**src/rtl/i2s_dac_tx_if.sv**
```systemverilog
// Stereo sample bundle from the synth plus the serial DAC pins and status flags.
// slave = transmitter side, master = synth / codec side.
interface i2s_dac_tx_if #(
  parameter int AUD_BIT_DEPTH = 24
);
  logic                     enable;
  logic [AUD_BIT_DEPTH-1:0] lsound_in;
  logic [AUD_BIT_DEPTH-1:0] rsound_in;
  logic                     sample_valid;
  logic                     sample_req;
  logic                     aud_bclk;
  logic                     aud_daclrck;
  logic                     aud_dacdat;
  logic                     underrun;
  logic                     overrun;

  modport slave (
    input  enable, lsound_in, rsound_in, sample_valid,
    output sample_req, aud_bclk, aud_daclrck, aud_dacdat, underrun, overrun
  );

  modport master (
    output enable, lsound_in, rsound_in, sample_valid,
    input  sample_req, aud_bclk, aud_daclrck, aud_dacdat, underrun, overrun
  );
endinterface

```
**src/rtl/i2s_dac_tx.sv**
```systemverilog
// I2S / left-justified stereo DAC transmitter: derives BCLK/LRCK from AUDIO_CLK,
// double-buffers one stereo pair and paces the synth with a per-frame sample_req.
module i2s_dac_tx #(
  parameter int AUD_BIT_DEPTH = 24,
  parameter int SLOT_BITS     = 32,
  parameter int BCLK_DIV      = 4,
  parameter int I2S_MODE      = 1
) (
  input logic         AUDIO_CLK,
  input logic         reset_data,
  i2s_dac_tx_if.slave aud
);

  localparam int FRAME_BITS = 2 * SLOT_BITS;
  localparam int BW         = $clog2(FRAME_BITS);
  localparam int DW         = $clog2(BCLK_DIV);

  localparam logic [DW-1:0] DCNT_LAST = DW'(BCLK_DIV - 1);
  localparam logic [DW-1:0] DCNT_HALF = DW'(BCLK_DIV / 2);
  localparam logic [BW-1:0] B_LAST    = BW'(FRAME_BITS - 1);
  localparam logic [BW-1:0] B_SLOT    = BW'(SLOT_BITS);
  localparam logic [BW-1:0] B_LOAD    = BW'(I2S_MODE);
  // When the right LSB spills into bit 0 of the next frame, draining stops one bit later.
  localparam logic [BW-1:0] B_END     = ((I2S_MODE != 0) && (SLOT_BITS == AUD_BIT_DEPTH)) ?
                                        BW'(1) : BW'(0);

  typedef enum logic [1:0] {
    IDLE,
    RUN,
    DRAIN
  } state_t;

  state_t          state_reg, state_next;
  logic [DW-1:0]   dcnt_reg, dcnt_next;
  logic [BW-1:0]   b_reg, b_next, b_inc;
  logic            dcnt_wrap;
  logic            load;
  logic            running_next;
  logic            fresh_reg;
  logic            underrun_reg, overrun_reg;
  logic            bclk_reg, lrck_reg, dat_reg, req_reg;

  logic [AUD_BIT_DEPTH-1:0] shift_next [2];

  // Serial bit for frame position b, given the shift contents valid at that position.
  function automatic logic wire_bit(input logic [BW-1:0]            b,
                                    input logic [AUD_BIT_DEPTH-1:0] l,
                                    input logic [AUD_BIT_DEPTH-1:0] r);
    int                       p;
    logic [AUD_BIT_DEPTH-1:0] w;
    p = int'(b) - I2S_MODE;
    if (p < 0) p = p + FRAME_BITS;
    w = (p >= SLOT_BITS) ? r : l;
    if (p >= SLOT_BITS) p = p - SLOT_BITS;
    if (p >= AUD_BIT_DEPTH) return 1'b0;
    w = w << p;
    return w[AUD_BIT_DEPTH-1];
  endfunction

  always_ff @(posedge AUDIO_CLK) begin
    if (reset_data) begin
      state_reg <= IDLE;
      dcnt_reg  <= '0;
      b_reg     <= '0;
    end else begin
      state_reg <= state_next;
      dcnt_reg  <= dcnt_next;
      b_reg     <= b_next;
    end
  end

  always_comb begin
    state_next = state_reg;
    dcnt_next  = dcnt_reg;
    b_next     = b_reg;
    load       = 1'b0;
    dcnt_wrap  = (dcnt_reg == DCNT_LAST);
    b_inc      = (b_reg == B_LAST) ? '0 : b_reg + 1'b1;
    unique case (state_reg)
      IDLE: begin
        if (aud.enable) begin
          state_next = RUN;
          dcnt_next  = '0;
          b_next     = '0;
          // Left-justified frames start with the left MSB at b=0, so entry is a load.
          load       = (I2S_MODE == 0);
        end
      end
      default: begin
        dcnt_next = dcnt_wrap ? '0 : dcnt_reg + 1'b1;
        if (dcnt_wrap) b_next = b_inc;
        if (state_reg == DRAIN && !aud.enable && dcnt_wrap && b_inc == B_END) begin
          state_next = IDLE;
          dcnt_next  = '0;
          b_next     = '0;
        end else begin
          state_next = aud.enable ? RUN : DRAIN;
          load       = dcnt_wrap && (b_inc == B_LOAD);
        end
      end
    endcase
  end

  assign running_next = (state_next != IDLE);

  genvar gi;
  generate
    for (gi = 0; gi < 2; gi++) begin : g_chan
      logic [AUD_BIT_DEPTH-1:0] sample_in, hold_reg, shift_reg;

      assign sample_in = (gi == 0) ? aud.lsound_in : aud.rsound_in;
      // A pair arriving on the load edge bypasses the hold buffer.
      assign shift_next[gi] = !load ? shift_reg :
                              (aud.sample_valid ? sample_in : hold_reg);

      always_ff @(posedge AUDIO_CLK) begin
        if (reset_data) begin
          hold_reg  <= '0;
          shift_reg <= '0;
        end else begin
          if (aud.sample_valid) hold_reg <= sample_in;
          shift_reg <= shift_next[gi];
        end
      end
    end
  endgenerate

  always_ff @(posedge AUDIO_CLK) begin
    if (reset_data) begin
      fresh_reg    <= 1'b0;
      underrun_reg <= 1'b0;
      overrun_reg  <= 1'b0;
    end else if (load) begin
      fresh_reg <= 1'b0;
      if (!fresh_reg && !aud.sample_valid) underrun_reg <= 1'b1;
    end else if (aud.sample_valid) begin
      fresh_reg <= 1'b1;
      if (fresh_reg) overrun_reg <= 1'b1;
    end
  end

  // Pin registers follow the next-state counters so BCLK, LRCK and data stay phase aligned.
  always_ff @(posedge AUDIO_CLK) begin
    if (reset_data) begin
      bclk_reg <= 1'b0;
      lrck_reg <= 1'b0;
      dat_reg  <= 1'b0;
      req_reg  <= 1'b0;
    end else begin
      bclk_reg <= running_next && (dcnt_next >= DCNT_HALF);
      lrck_reg <= running_next && (b_next >= B_SLOT);
      dat_reg  <= running_next && wire_bit(b_next, shift_next[0], shift_next[1]);
      req_reg  <= load;
    end
  end

  assign aud.aud_bclk    = bclk_reg;
  assign aud.aud_daclrck = lrck_reg;
  assign aud.aud_dacdat  = dat_reg;
  assign aud.sample_req  = req_reg;
  assign aud.underrun    = underrun_reg;
  assign aud.overrun     = overrun_reg;

endmodule
```
**src/flat_wrapper.sv**
```systemverilog
// flat-port wrapper written by rule: the top's interface ports become plain ports
module i2s_dac_tx_flat 
#(
  parameter int AUD_BIT_DEPTH = 24,
  parameter int SLOT_BITS     = 32,
  parameter int BCLK_DIV      = 4,
  parameter int I2S_MODE      = 1
)
  (AUDIO_CLK, reset_data, aud_enable, aud_lsound_in, aud_rsound_in, aud_sample_valid, aud_sample_req, aud_aud_bclk, aud_aud_daclrck, aud_aud_dacdat, aud_underrun, aud_overrun);
  i2s_dac_tx_if #(.AUD_BIT_DEPTH(AUD_BIT_DEPTH)) aud_i ();
  input logic AUDIO_CLK;
  input logic reset_data;
  input wire logic [$bits(aud_i.enable)-1:0] aud_enable;
  input wire logic [$bits(aud_i.lsound_in)-1:0] aud_lsound_in;
  input wire logic [$bits(aud_i.rsound_in)-1:0] aud_rsound_in;
  input wire logic [$bits(aud_i.sample_valid)-1:0] aud_sample_valid;
  output wire logic [$bits(aud_i.sample_req)-1:0] aud_sample_req;
  output wire logic [$bits(aud_i.aud_bclk)-1:0] aud_aud_bclk;
  output wire logic [$bits(aud_i.aud_daclrck)-1:0] aud_aud_daclrck;
  output wire logic [$bits(aud_i.aud_dacdat)-1:0] aud_aud_dacdat;
  output wire logic [$bits(aud_i.underrun)-1:0] aud_underrun;
  output wire logic [$bits(aud_i.overrun)-1:0] aud_overrun;
  assign aud_i.enable = aud_enable;
  assign aud_i.lsound_in = aud_lsound_in;
  assign aud_i.rsound_in = aud_rsound_in;
  assign aud_i.sample_valid = aud_sample_valid;
  assign aud_sample_req = aud_i.sample_req;
  assign aud_aud_bclk = aud_i.aud_bclk;
  assign aud_aud_daclrck = aud_i.aud_daclrck;
  assign aud_aud_dacdat = aud_i.aud_dacdat;
  assign aud_underrun = aud_i.underrun;
  assign aud_overrun = aud_i.overrun;
  i2s_dac_tx #(.AUD_BIT_DEPTH(AUD_BIT_DEPTH), .SLOT_BITS(SLOT_BITS), .BCLK_DIV(BCLK_DIV), .I2S_MODE(I2S_MODE)) u_core (.AUDIO_CLK(AUDIO_CLK), .reset_data(reset_data), .aud(aud_i));
endmodule
```
**config.mk**
```make
export PLATFORM = sky130hd
export DESIGN_NAME = i2s_dac_tx_flat
export DESIGN_NICKNAME = d
export VERILOG_FILES = /design/src/rtl/i2s_dac_tx_if.sv /design/src/rtl/i2s_dac_tx.sv /design/src/flat_wrapper.sv
export SDC_FILE = /design/constraint.sdc
export NUM_CORES = 1
export LEC_CHECK = 0
export ABC_AREA = 1
export BUFFER_PORTS_ARGS = -buffer_cell sky130_fd_sc_hd__buf_4
export CORE_UTILIZATION = 50
export CTS_CLUSTER_DIAMETER = 60
export DETAILED_ROUTE_END_ITERATION = 8
export PLACE_DENSITY = 0.81
export RECOVER_POWER = 100
export SLEW_MARGIN = 25
export SYNTH_ARGS = -nofsm -noshare
export SYNTH_HDL_FRONTEND = slang
export SYNTH_SLANG_ARGS = --single-unit
```
**constraint.sdc**
```tcl
create_clock -name AUDIO_CLK -period 3 [get_ports AUDIO_CLK]
set_input_delay 0.45 -clock AUDIO_CLK [delete_from_list [all_inputs] [get_ports AUDIO_CLK]]
set_output_delay 0.45 -clock AUDIO_CLK [all_outputs]
set_load 0.01 [all_outputs]
```
== After elaboration in Yosys (flattened, before gate mapping) ==
Cells that the tools add are included.

* Bits in registers: 113
* Output and inout bits: 6

* Add/subtract/negate cells: 5
* $lt $le $gt $ge: 5
* Eq/ne operators: 4
* Shift operators: 1
* Muxes and demuxes: 29
* Bitwise operators: 1
* Reductions and logical operators: 17

{| class="wikitable"
|+ Operators with widths
! kind !! count
|-
| 32-bit two-way mux || 4
|-
| 24-bit two-way mux || 5
|-
| 32-bit by 8-bit adder with 32-bit output, second input constant || 1
|-
| 32-bit by 6-bit >= comparator with 1-bit output, second input constant || 1
|-
| 32-bit by 7-bit >= comparator with 1-bit output, second input constant || 1
|-
| 32-bit by 1-bit < comparator with 1-bit output, second input constant || 1
|-
| 24-bit by 32-bit << shifter with 24-bit output || 1
|-
| 32-bit by 7-bit subtractor with 32-bit output, second input constant || 1
|-
| 6-bit two-way mux || 5
|-
| 2-bit two-way mux || 8
|-
| 1-bit logical AND || 8
|-
| 1-bit two-way mux || 7
|-
| 6-bit by 1-bit subtractor with 7-bit output, second input constant || 1
|-
| 6-bit by 1-bit adder with 6-bit output, second input constant || 1
|-
| 6-bit by 1-bit == test with 1-bit output, second input constant || 1
|-
| 6-bit == test, second input constant || 1
|-
| 6-bit >= comparator, second input constant || 1
|-
| 6-bit zero test || 1
|-
| 2-bit == test, second input constant || 2
|-
| 1-bit zero test || 3
|-
| 3-bit AND reduction || 1
|-
| 2-bit by 1-bit adder with 2-bit output, second input constant || 1
|-
| 2-bit >= comparator, second input constant || 1
|-
| 2-bit zero test || 1
|-
| 4 further kinds || 4
|}

== Longest topological paths before layout ==
* Depth in word-level cells: 19
* Depth in mapped cells: 23
* Depth with buffers taken out: 22

== Least setup slack after synthesis ==
OpenSTA, ideal clock, no wires.

* Kind: register to register
* Start: reg u_core.b_reg[0]
* End: reg u_core.dat_reg (netlist: u_core.aud.aud_dacdat)
* Setup time: 0.064 ns
* Data arrival time: 2.448 ns
* Required time: 2.936 ns
* Slack: 0.488 ns
* Cell stages (with the launch flop): 22
* Cells stage by stage: dfxtp_1 > ha_1 > nand2_2 > nor2_2 > nand2_1 > clkinv_1 > nor2_1 > nor2_4 > nand2_2 > nand2_2 > nand2_4 > inv_1 > buf_2 > ha_1 > inv_1 > xor2_1 > inv_1 > nand3_1 > nand2_1 > nand2_1 > nand3_1 > nor2_1

* Longest elaborated chain between the ends: 19
* Elaborated cells between the ends (all ways): 35
* Classes of those cells: add/sub: 4; order compare: 3; eq/ne: 2; shift: 1; mux: 20; reduce/logical: 5

{| class="wikitable"
|+ Ends and longest elaborated chain
! item !! line !! RTL
|-
| start: declaration || i2s_dac_tx.sv:35 || <nowiki>logic [BW-1:0] b_reg, b_next, b_inc;</nowiki>
|-
| start signal: assignment || i2s_dac_tx.sv:68 || <nowiki>b_reg <= b_next;</nowiki>
|-
| 6-bit by 1-bit adder with 6-bit output / 6-bit == test (equally long branches) || i2s_dac_tx.sv:78 || <nowiki>b_inc = (b_reg == B_LAST) ? '0 : b_reg + 1'b1;</nowiki>
|-
| 6-bit two-way mux || i2s_dac_tx.sv:78 ||
|-
| 6-bit zero test || i2s_dac_tx.sv:92 || <nowiki>if (state_reg == DRAIN && !aud.enable && dcnt_wrap && b_inc == B_END) begin</nowiki>
|-
| 1-bit logical AND || i2s_dac_tx.sv:92 ||
|-
| 6-bit two-way mux || i2s_dac_tx.sv:92 ||
|-
| 6-bit two-way mux || i2s_dac_tx.sv:79 || <nowiki>unique case (state_reg)</nowiki>
|-
| 6-bit by 1-bit subtractor with 7-bit output || i2s_dac_tx.sv:51 || <nowiki>p = int'(b) - I2S_MODE;</nowiki>
|-
| 32-bit by 8-bit adder with 32-bit output / 32-bit by 1-bit < comparator with 1-bit output (equally long branches) || i2s_dac_tx.sv:52 || <nowiki>if (p < 0) p = p + FRAME_BITS;</nowiki>
|-
| [3 not listed] || n/a ||
|-
| 32-bit two-way mux || i2s_dac_tx.sv:54 || <nowiki>if (p >= SLOT_BITS) p = p - SLOT_BITS;</nowiki>
|-
| 32-bit two-way mux || i2s_dac_tx.sv:144 || <nowiki>if (reset_data) begin</nowiki>
|-
| 32-bit by 6-bit >= comparator with 1-bit output || i2s_dac_tx.sv:55 || <nowiki>if (p >= AUD_BIT_DEPTH) return 1'b0;</nowiki>
|-
| 1-bit two-way mux || i2s_dac_tx.sv:55 ||
|-
| 1-bit two-way mux || i2s_dac_tx.sv:144 ||
|-
| 1-bit two-way mux || i2s_dac_tx.sv:56 || <nowiki>w = w << p;</nowiki>
|-
| 1-bit two-way mux || i2s_dac_tx.sv:144 ||
|-
| 1-bit logical AND (*) || i2s_dac_tx.sv:152 || <nowiki>dat_reg <= running_next && wire_bit(b_next, shift_next[0], shift_next[1]);</nowiki>
|-
| end signal: assignment || i2s_dac_tx.sv:152 ||
|-
| end: declaration || i2s_dac_tx.sv:41 || <nowiki>logic bclk_reg, lrck_reg, dat_reg, req_reg;</nowiki>
|}

Every way passes the cells marked *; elsewhere a longest branch is shown, timed or not. The select of a mux whose other input is x is not followed.
A chain may end at the register's enable or synchronous reset.

== Worst setup path after layout ==
* Start: reg u_core.b_reg[1]
* End: reg u_core.dat_reg (netlist: u_core.aud.aud_dacdat)

The elaborated chain is that of the path after synthesis.

==> results.md <==
Logic synthesis:
- Synthesis handed over a netlist of between 600 and 700 instances.
- The xor and xnor fraction of the mapped netlist area is 0.00525.
- The number of different library cells used by synthesis comes to 34.
- The synthesized design contains 113 register bits.
- By area, the combinational part of the netlist is dominated by simple AND/OR/NAND/NOR gates.
- The fraction of the mapped netlist area in simple logic gates is 0.273.
- The sequential area share after synthesis is 0.452.
- After synthesis, the mean cell area works out to approximately 7.6 um2.
- The synthesized netlist occupies a cell area of roughly 5000 um2.
- The post-synth net total is 715.
- The area fraction in compound gates after synthesis is 0.0747.
- Yosys printed 0 warnings.
- Of the total synthesized cell area, the portion taken by full adders, half adders and majority gates is 0.0125.
- Of the post-synthesis cell area, the part taken by muxes is 0.0960.

Power and ir drop:
- The relative contribution of combinational cells to total power is 0.058.
- The total design power is ~3800 uW.
- The design internal power is 2930 uW.
- The analysis attributes to cell leakage a power of roughly 0.0026 uW.
- The ratio of total power to cell area is a little over 600 nW/um2.
- The share of total power dissipated in sequential elements is 0.416.
- The maximum VDD drop is 0.530 mV.
- Of the total power, the share spent switching nets is 0.218.
- The net switching power is about 820 uW.
- Of the total power, the clock network draws 0.526.

Timing:
- The worst path needs 2.74 ns of the cycle, external delays included.
- The achievable clock frequency is 0.365 GHz.
- The clock arrives with 0.0140 ns of skew.
- Hold is met by 0.105 ns.
- The final number of max-transition violations is 60.
- The total setup violations reported at the end of the flow is 0.
- Setup total negative slack on the finished layout was measured at 0 ns.
- Dividing the final minimum period by the clock period gives 0.914.
- The relative slew slack is -0.645.
- The measured slew at the worst slew-check pin is roughly 2.5 ns.
- The count of endpoints failing hold in the final timing report is 0.

Worst setup path:
- STA puts the critical path data arrival time at 3.15 ns.
- The critical path buffer and inverter count is 2.
- The type of the worst setup path is reg -> reg.
- The slowest stage of the critical path is the dfxtp_1 cell.
- Along the worst path, the maximum fanout reaches 16.
- The worst setup path is captured at a register.
- The largest delay contributor family on the critical path is simple AND/OR/NAND/NOR gates.
- The delay of the slowest critical-path stage is 0.40 ns.
- Data on the critical path is required at its endpoint by ~3.4 ns.
- The startpoint type of the worst setup path is a register.
- The critical path goes through ha_2, nand2_2, nor2_2, nand2_1, clkinv_1, nor2_1, nor2_4, nand2_2, nand2_2, nand2_4, nor2_8, nand2_2, nand2_1, nand2_4, nand2_1, nand3_1, nand3_1, nand3_1, nand3_1, nand2_1, inv_1, nor2_1.

Layout:
- The library cell used most frequently in the layout, excluding fill and tap cells, is nor2_1.
- From synthesis to final layout, the design area changed by 21.9%.
- The top cell types in the final layout, fill and taps aside, are nor2_1, nand2_1, dfxtp_1, inv_1, nand3_1.
- The antenna cell count is 0.
- The summed area of non-filler cells in the final layout is 6100 um2.
- The share of layout cells above drive strength 1 is 0.157.
- After the last flow step, the layout net total stands at 763.

Global route:
- The via count of the first global-routing pass is 4018.
- The total routing usage reported by global routing is 0.222.
- The total grt overflow is 0.
- The initial antenna violation count is 0.
- The largest net degree at the start of global routing is between 60 and 70.
- The wire length of the first global-routing pass is 18000 um.

Clock network:
- The TritonCTS clock tree is built.
- The root buffer cell chosen for the clock tree is clkbuf_8.
- The number of CTS-inserted buffers is 17.
- The number of H-tree branching levels is 4.
- The clock net in this run drives a total of 113 sinks.
- At the later pin of the worst-skew pair, clock insertion delay measures between 0.5 and 0.6 ns.
- The clock-pin slew on the worst setup and hold paths is 0.06 ns.
- Counting along the longest clock path gives a buffer depth of 2.

Drt:
- For this run, design rule violations remaining after detail routing come to 1.
- Using the TritonRoute via totals, the vias-per-cell ratio works out to 5.00.
- The starting DRC count in detailed routing is 287.
- The length of the first detailed-routing pass in iterations is 7.
- The number of antenna-violating nets in the routed design is 0.
- The count of vias placed by the detailed router is 4260.
- The final wirelength is 10600 um.
- The post-detailed-route wirelength per cell is 12.5 um.

Floorplanning:
- The die is 102 um tall.
- The row count is 36.
- The area of the core region is 9730 um2.
- The initial utilization of the core area, before any placement, comes to 0.515.
- The die is 102 um wide.
- The number of I/O pins is 58.
- The floorplan step defined a die boundary enclosing 10400 um2.

Place:
- The area of placed instances is 5510 um2.
- Input and output buffers added on the ports amount to 57.
- The placed wire-length estimate after detailed placement is roughly 7300 um.
- The global placement routability congestion is 0.947.

Outcome:
- The run finished, with violations left.
- The final reports fail on design-rule violations, max-capacitance violations, max-slew violations.

Run:
- The count of max-cap constraint violations is 1.

Worst hold path:
- The type of the worst min-delay path is in -> reg.
[power by group through the flow]
stage / combinational (uW) / sequential [uW] / clock, uW
2_1_floorplan: 136 / 1590 / 0
4_1_cts: 220 / 1560 / 1990
3_5_place_dp: 218 / 1590 / 0
3_3_place_gp: 212 / 1590 / 0
6_report: 219 / 1560 / 1970
5_1_grt: 243 / 1560 / 2060
[cells by family after synthesis]
kind of cell | after synthesis
AOI/OAI and AO/OA | 69
xor gates and xnor gates | 3
DFF | 113
adders and majority gates | 5
muxes | 48
and+or+nand+nor | 312
buffers and inverters | 108
[path summary, 6_finish.rpt]
path	from	to	slack (ns)	depth (start not counted)
setup reg to reg	u_core.b_reg[1]$_SDFF_PP0_	u_core.aud.aud_dacdat$_SDFF_PP0_	0.26	22
setup / recovery	u_core.b_reg[1]$_SDFF_PP0_	u_core.aud.aud_dacdat$_SDFF_PP0_	0.26	22
hold reg to reg	u_core.aud.underrun$_SDFFE_PP0P_	u_core.aud.underrun$_SDFFE_PP0P_	0.48	1
hold / removal	aud_enable	u_core.state_reg[1]$_SDFF_PP0_	0.10	2
[timing repair]
action,4_1_cts,5_1_grt
hold buffers,0,0
setup endpoints to repair,0,1
resized for setup,0,8
buffers inserted,0,0
[metal layers]
layer | GRT usage | vias to the layer above | share of wire
li1 | - | 2181 | -
met1 | 0.276 | 1942 | 0.45
met2 | 0.363 | 118 | 0.49
met3 | 0.0670 | 19 | 0.050
met4 | 0.0868 | 0 | 0.019
met5 | 0 | - | 0
[synth_stat cells, drive strengths merged]
cell type / count / area, um2
o21ai: 57 / 289
nor3: 2 / 20.0
clkinv: 3 / 11.3
a22oi: 2 / 20.0
clkbuf: 21 / 78.8
nand3: 59 / 330
o211a: 1 / 10.0
nor2: 125 / 505
a31oi: 1 / 6.26
inv: 72 / 270
mux2i: 48 / 480
dfxtp: 113 / 2260
nand2: 125 / 507
nor4: 1 / 6.26
buf: 12 / 71.3
a211oi: 1 / 7.51
xor2: 3 / 26.3
a21oi: 5 / 25.0
ha: 5 / 62.6
o211ai: 1 / 7.51
a22o: 1 / 8.76
[cell type report]
cell class | instances | area [um2]
well taps | 133 | 166
multi-input cells | 437 | 2340
flip-flops and latches | 113 | 2260
fillers | 825 | 3630
clock inverters | 8 | 101
inverters | 75 | 282
repair buffers | 62 | 464
clock buffers | 24 | 490
[through the flow]
| stage | utilization | worst slack [ns] | std cells |
|---|---|---|---|
| after floorplan | - | 0.488 | 658 |
| after global placement | 0.567 | 0.394 | 820 |
| after detailed placement | 0.567 | 0.233 | 820 |
| after CTS | 0.627 | 0.209 | 852 |
| after global routing | 0.627 | -0.0233 | 852 |
| final | 0.627 | 0.257 | 852 |
(Power assumes the default switching activity.)
